`config.mk`:
```
export PLATFORM = sky130hd
export DESIGN_NAME = mem_access_unit
export DESIGN_NICKNAME = d
export VERILOG_FILES = /design/src/rtl/mem_access_unit.sv
export SDC_FILE = /design/constraint.sdc
export NUM_CORES = 1
export LEC_CHECK = 0
export CAP_MARGIN = 20
export CORE_ASPECT_RATIO = 0.8
export CORE_MARGIN = 10
export CORE_UTILIZATION = 35
export DETAILED_ROUTE_END_ITERATION = 10
export GPL_TIMING_DRIVEN = 0
export HOLD_SLACK_MARGIN = 0.02
export SYNTH_ARGS = -nofsm -noshare
export SYNTH_HDL_FRONTEND = slang
export SYNTH_SLANG_ARGS = --single-unit
```
`constraint.sdc`:
```
create_clock -name clk_i -period 2.2 [get_ports clk_i]
set_input_delay 0.44 -clock clk_i [delete_from_list [all_inputs] [get_ports clk_i]]
set_output_delay 0.44 -clock clk_i [all_outputs]
set_load 0.02 [all_outputs]
```
`src/rtl/mem_access_unit.sv`:
```
// MEM-stage data memory access unit: byte-lane alignment, word-crossing split,
// req/ack handshake to a word-organised memory port and load-data extension.
module mem_access_unit #(
    parameter bit SPLIT_MISALIGNED = 1'b1
) (
    input  logic        clk_i,
    input  logic        rst_i,
    input  logic        req_i,
    input  logic        mem_write_i,
    input  logic [1:0]  mem_width_i,
    input  logic        mem_sign_extend_i,
    input  logic [31:0] addr_i,
    input  logic [31:0] wdata_i,
    output logic        stall_o,
    output logic        done_o,
    output logic        err_o,
    output logic [31:0] rdata_o,
    output logic        mem_req_o,
    output logic        mem_we_o,
    output logic [31:0] mem_addr_o,
    output logic [3:0]  mem_be_o,
    output logic [31:0] mem_wdata_o,
    input  logic        mem_ack_i,
    input  logic [31:0] mem_rdata_i
);
    typedef enum logic [1:0] {S_IDLE, S_BEAT1, S_BEAT2, S_DONE} state_t;

    function automatic logic [3:0] width_mask(input logic [1:0] width);
        case (width)
            2'b00:   width_mask = 4'b0001;
            2'b01:   width_mask = 4'b0011;
            default: width_mask = 4'b1111;
        endcase
    endfunction

    function automatic logic [31:0] rotl_bytes(input logic [31:0] w, input logic [1:0] off);
        case (off)
            2'd0:    rotl_bytes = w;
            2'd1:    rotl_bytes = {w[23:0], w[31:24]};
            2'd2:    rotl_bytes = {w[15:0], w[31:16]};
            default: rotl_bytes = {w[7:0], w[31:8]};
        endcase
    endfunction

    function automatic logic [31:0] rotr_bytes(input logic [31:0] w, input logic [1:0] off);
        case (off)
            2'd0:    rotr_bytes = w;
            2'd1:    rotr_bytes = {w[7:0], w[31:8]};
            2'd2:    rotr_bytes = {w[15:0], w[31:16]};
            default: rotr_bytes = {w[23:0], w[31:24]};
        endcase
    endfunction

    function automatic logic [31:0] extend(input logic [31:0] w, input logic [1:0] width,
                                           input logic sext);
        case (width)
            2'b00:   extend = {{24{sext & w[7]}}, w[7:0]};
            2'b01:   extend = {{16{sext & w[15]}}, w[15:0]};
            default: extend = w;
        endcase
    endfunction

    state_t      state_q, state_d;
    logic [1:0]  off_q, off_d;
    logic [1:0]  width_q, width_d;
    logic        sext_q, sext_d;
    logic        split_q, split_d;
    logic [3:0]  be2_q, be2_d;
    logic [31:0] buf_q, buf_d;
    logic [31:0] rdata_q, rdata_d;
    logic        done_q, done_d;
    logic        err_q, err_d;
    logic        mem_req_q, mem_req_d;
    logic        mem_we_q, mem_we_d;
    logic [31:0] mem_addr_q, mem_addr_d;
    logic [3:0]  mem_be_q, mem_be_d;
    logic [31:0] mem_wdata_q, mem_wdata_d;

    logic [7:0]  lanes8;
    logic        crosses;
    logic [31:0] merged;
    logic        last_ack;

    // Lanes [3:0] belong to the first word, lanes [7:4] spill into the next word.
    assign lanes8  = {4'b0000, width_mask(mem_width_i)} << addr_i[1:0];
    assign crosses = |lanes8[7:4];

    always_comb begin
        merged = buf_q;
        for (int i = 0; i < 4; i++) begin
            if (mem_be_q[i]) merged[8*i +: 8] = mem_rdata_i[8*i +: 8];
        end
    end

    always_comb begin
        state_d     = state_q;
        off_d       = off_q;
        width_d     = width_q;
        sext_d      = sext_q;
        split_d     = split_q;
        be2_d       = be2_q;
        buf_d       = buf_q;
        rdata_d     = rdata_q;
        done_d      = 1'b0;
        err_d       = 1'b0;
        mem_req_d   = mem_req_q;
        mem_we_d    = mem_we_q;
        mem_addr_d  = mem_addr_q;
        mem_be_d    = mem_be_q;
        mem_wdata_d = mem_wdata_q;
        last_ack    = 1'b0;

        case (state_q)
            S_IDLE: begin
                if (req_i) begin
                    off_d   = addr_i[1:0];
                    width_d = mem_width_i;
                    sext_d  = mem_sign_extend_i;
                    if (mem_width_i == 2'b11 || (crosses && !SPLIT_MISALIGNED)) begin
                        err_d   = 1'b1;
                        state_d = S_DONE;
                    end else begin
                        split_d     = crosses;
                        be2_d       = lanes8[7:4];
                        mem_req_d   = 1'b1;
                        mem_we_d    = mem_write_i;
                        mem_addr_d  = {addr_i[31:2], 2'b00};
                        mem_be_d    = lanes8[3:0];
                        mem_wdata_d = rotl_bytes(wdata_i, addr_i[1:0]);
                        state_d     = S_BEAT1;
                    end
                end
            end
            S_BEAT1: begin
                if (mem_ack_i) begin
                    buf_d = merged;
                    if (split_q) begin
                        mem_addr_d = mem_addr_q + 32'd4;
                        mem_be_d   = be2_q;
                        state_d    = S_BEAT2;
                    end else begin
                        last_ack = 1'b1;
                    end
                end
            end
            S_BEAT2: begin
                if (mem_ack_i) begin
                    buf_d    = merged;
                    last_ack = 1'b1;
                end
            end
            default: state_d = S_IDLE;
        endcase

        // Result is registered on the final ack so it is valid during the DONE cycle.
        if (last_ack) begin
            state_d   = S_DONE;
            done_d    = 1'b1;
            mem_req_d = 1'b0;
            mem_we_d  = 1'b0;
            mem_be_d  = 4'b0000;
            if (!mem_we_q) rdata_d = extend(rotr_bytes(merged, off_q), width_q, sext_q);
        end
    end

    always_ff @(posedge clk_i or negedge rst_i) begin
        if (!rst_i) begin
            state_q     <= S_IDLE;
            off_q       <= 2'b00;
            width_q     <= 2'b00;
            sext_q      <= 1'b0;
            split_q     <= 1'b0;
            be2_q       <= 4'b0000;
            buf_q       <= 32'h0;
            rdata_q     <= 32'h0;
            done_q      <= 1'b0;
            err_q       <= 1'b0;
            mem_req_q   <= 1'b0;
            mem_we_q    <= 1'b0;
            mem_addr_q  <= 32'h0;
            mem_be_q    <= 4'b0000;
            mem_wdata_q <= 32'h0;
        end else begin
            state_q     <= state_d;
            off_q       <= off_d;
            width_q     <= width_d;
            sext_q      <= sext_d;
            split_q     <= split_d;
            be2_q       <= be2_d;
            buf_q       <= buf_d;
            rdata_q     <= rdata_d;
            done_q      <= done_d;
            err_q       <= err_d;
            mem_req_q   <= mem_req_d;
            mem_we_q    <= mem_we_d;
            mem_addr_q  <= mem_addr_d;
            mem_be_q    <= mem_be_d;
            mem_wdata_q <= mem_wdata_d;
        end
    end

    assign stall_o     = rst_i & ((state_q == S_IDLE && req_i) ||
                                  state_q == S_BEAT1 || state_q == S_BEAT2);
    assign done_o      = done_q;
    assign err_o       = err_q;
    assign rdata_o     = rdata_q;
    assign mem_req_o   = mem_req_q;
    assign mem_we_o    = mem_we_q;
    assign mem_addr_o  = mem_addr_q;
    assign mem_be_o    = mem_be_q;
    assign mem_wdata_o = mem_wdata_q;
endmodule

```
==> out/qor.csv <==
stage,metric,value,unit
placement,HPWL after detailed placement,22.2,mm
status,failing checks,negative setup slack,
final_layout,post-layout net count,1175,
clock_tree,Max clock buf depth,2,
placement,Inst Count DP,1359,
sta,fmax,439,MHz
synthesis,average footprint of a synthesized cell,9.96,sq um
route,total number of vias,7455,
route,number of DRC markers after the initial detailed-route iteration,548,
clock_tree,number of CTS-inserted buffers,17,
clock_tree,clock-pin slew reported for the worst setup and hold paths after clock tree synthesis,0.07,ns
synthesis,post-synthesis instance total,839,
sta,pins over their slew limit,0,
final_layout,layout-stage area growth over the synthesis result,39.1,%
sta,total setup violations reported at the end of the flow,1,
synthesis,mapped cell area,0.00836,sq mm
worst_setup_path,Required @ worst endpoint,1.76,ns
route,post-detailed-route DRC marker count,0,
floorplan,Die Wd,193,um
floorplan,Die Y-Extent,158,um
sta,setup ws final,-0.0774,ns
sta,setup_tns,-0.0774,ns
worst_setup_path,"Worst Path Class, Setup",reg2out,
final_layout,share of final-layout standard cells stronger than drive strength 1,15.0,%
run,number of maximum-capacitance constraint violations,0,
final_layout,"count of placed standard cells in the final layout, fillers left out",1394,
synthesis,Yosys top cell by area,dfrtp_1,
final_layout,Post-Route Utilization,49.6,%
route,number of nets still failing antenna checks after routing,0,
synthesis,biggest area contributors in the synthesized netlist,"dfrtp_1 (43%), mux2i_1 (10%), mux4_2 (8.9%)",
final_layout,most used cells in the layout excluding fill and tap cells,"clkdlybuf4s50_1 (204), dfrtp_1 (145), nand2_1 (129)",
synthesis,top cell type's share of synthesized area,43.4,%
placement,dpl cell area,0.0108,sq mm
synthesis,commonest register cell after synthesis,dfrtp_1,
route,routed wire length,29.1,mm
worst_setup_path,Worst setup SP type,flop,
floorplan,area inside the core boundary,0.0235,sq mm
synthesis,count of flip-flops with a built-in enable after synthesis,0,
worst_setup_path,critical path endpoint category,primary output,
final_layout,design area,0.0116,sq mm
route,average wire length per cell after detail routing,20.9,um
placement,PortBufs,206,
sta,setup repair after global routing missed its margin,yes,
min_path,Min-Delay Path Class,in2async,
grt,remaining global-route overflow,0,
sta,worst hold margin,0.00964,ns
placement,pre-CTS setup slack,-0.900,ns
clock_tree,hold_buf cts,0,
clock_tree,clock root buffer,clkbuf_16,
grt,maximum number of pins on one net before global-route repair,84,
synthesis,synthesis warning total,0,
status,run status,finished with violations,
grt,antenna violations before repair,2,
sta,Final Hold Fails,0,
clock_tree,clock tree from TritonCTS,built,
sta,worst relative slew slack,54.4,%
floorplan,I/O pin total,209,
route,drt via density,5.35,
worst_setup_path,critical path data arrival time,1.84,ns
floorplan,die footprint,0.0305,sq mm
sta,period utilisation layout,104,%
clock_tree,number of clock sinks,145,
floorplan,initial core utilization,35.6,%
grt,first-pass GRT wire length,44.4,mm
placement,placer's final routability congestion estimate,0.861,
grt,GRT Total Usage,18.9,%
final_layout,"leading cell type in the layout, fill and taps excluded",clkdlybuf4s50_1,
synthesis,number of distinct library cells after synthesis,56,
synthesis,synthesis-stage register bit count,145,
synthesis,post-synthesis async set-or-reset flop share,100,%
pwr,"sum of internal, switching and leakage power",18.3,mW
floorplan,row count,50,
sta,Worst Max-Slew Pin Slew,0.681,ns
sta,maximum clock skew at final layout,0.0102,ns
pwr,Leak,4.83,nW
clock_tree,later-pin clock latency in the skew report,0.43,ns
clock_tree,Clock H-tree levels,4,
route,DRT Pass-1 Iters,5,
sta,final period demand of the worst path,2.28,ns
worst_setup_path,largest fanout of any net on the critical path,10,
pwr,Cell Pwr Density,1570,mW/mm^2
synthesis,portion of the post-synthesis area used by sequential elements,43.4,%
pwr,VDD IR-drop max,0.000652,V
grt,number of global-route vias before repair,7490,
registers in the layout, indices dropped and copies added, names as in the netlist:
name,cells
mem_req_o,1
width_q,2
state_q,2
mem_be_o,4
sext_q,1
mem_addr_o,30
off_q,2
err_o,1
done_o,1
split_q,1
buf_q,32
rdata_o,32
mem_wdata_o,32
be2_q,3
mem_we_o,1
power breakdown:
part / internal (mW) / switching (mW) / total (mW)
registers: 3.99 / 1.01 / 5.00
logic: 4.56 / 5.86 / 10.4
clock network: 1.59 / 1.30 / 2.89
total: 10.1 / 8.16 / 18.3
synthesized netlist by cell type, drive strengths merged, types with 19 or more instances:
cell type,number
dfrtp,145
nand2,130
mux2i,86
nor2,80
a21oi,65
buf,36
mux4,33
clkbuf,29
nand3,27
a22oi,20
a31oi,19
o21ai,19
cell type report:
class	instances	area [sq um]
tap	312	390
timing repair buffer	209	2110
fill	2177	11800
multi-input combinational	616	4440
inverter	14	52.6
sequential	145	3630
buffer	64	427
antenna	2	5.00
clock inverter	15	149
clock buffer	17	425
cells by family after synthesis:
| group | synth area share, % |
|---|---|
| and+or+nand+nor | 15.4 |
| AOI/OAI and AO/OA | 15.2 |
| adders and majority gates | 0.599 |
| other | 0.0449 |
| muxes | 21.0 |
| buffers and inverters | 4.43 |
| DFF | 43.4 |
worst paths after layout:
check | start | endpoint | slack (ns) | cells after the start
setup / recovery | state_q[1] | stall_o | -0.08 | 8
hold / removal | rst_i | mem_addr_o[2] | 0.01 | 1
setup reg to reg | state_q[0] | mem_wdata_o[7] | 0.09 | 8
hold reg to reg | mem_wdata_o[4] | mem_wdata_o[4] | 0.47 | 2
max in group asynchronous | rst_i | be2_q[0] | 1.29 | 2
min in group clk_i | mem_wdata_o[4] | mem_wdata_o[4] | 0.47 | 2
critical path: stages, from the launching register on:
cell and delay [ns]:
dfrtp_1 0.39, inv_2 0.07, ha_2 0.18, clkbuf_8 0.13, clkbuf_16 0.15, clkbuf_16 0.16, nor2_4 0.05, a21boi_2 0.14
buf_6 0.13
what timing repair did:
action | CTS | global route
setup buffers | 1 | 0
cloned | 0 | 1
endpoints found under the hold margin | 0 | 0
setup endpoints to repair | 103 | 93
pin swaps | 1 | 0
gates resized for setup | 42 | 35
layer usage:
metal | routed length, um | vias to the layer above | part of all wire (%) | track usage, %
li1 | - | 3526 | - | -
met1 | 14000 | 3679 | 48 | 27.2
met2 | 12700 | 230 | 44 | 27.6
met3 | 2100 | 20 | 7.2 | 4.55
met4 | 318 | 0 | 1.1 | 4.68
met5 | 0 | - | 0 | 0
No activity file was read; power rests on OpenSTA's default activity.
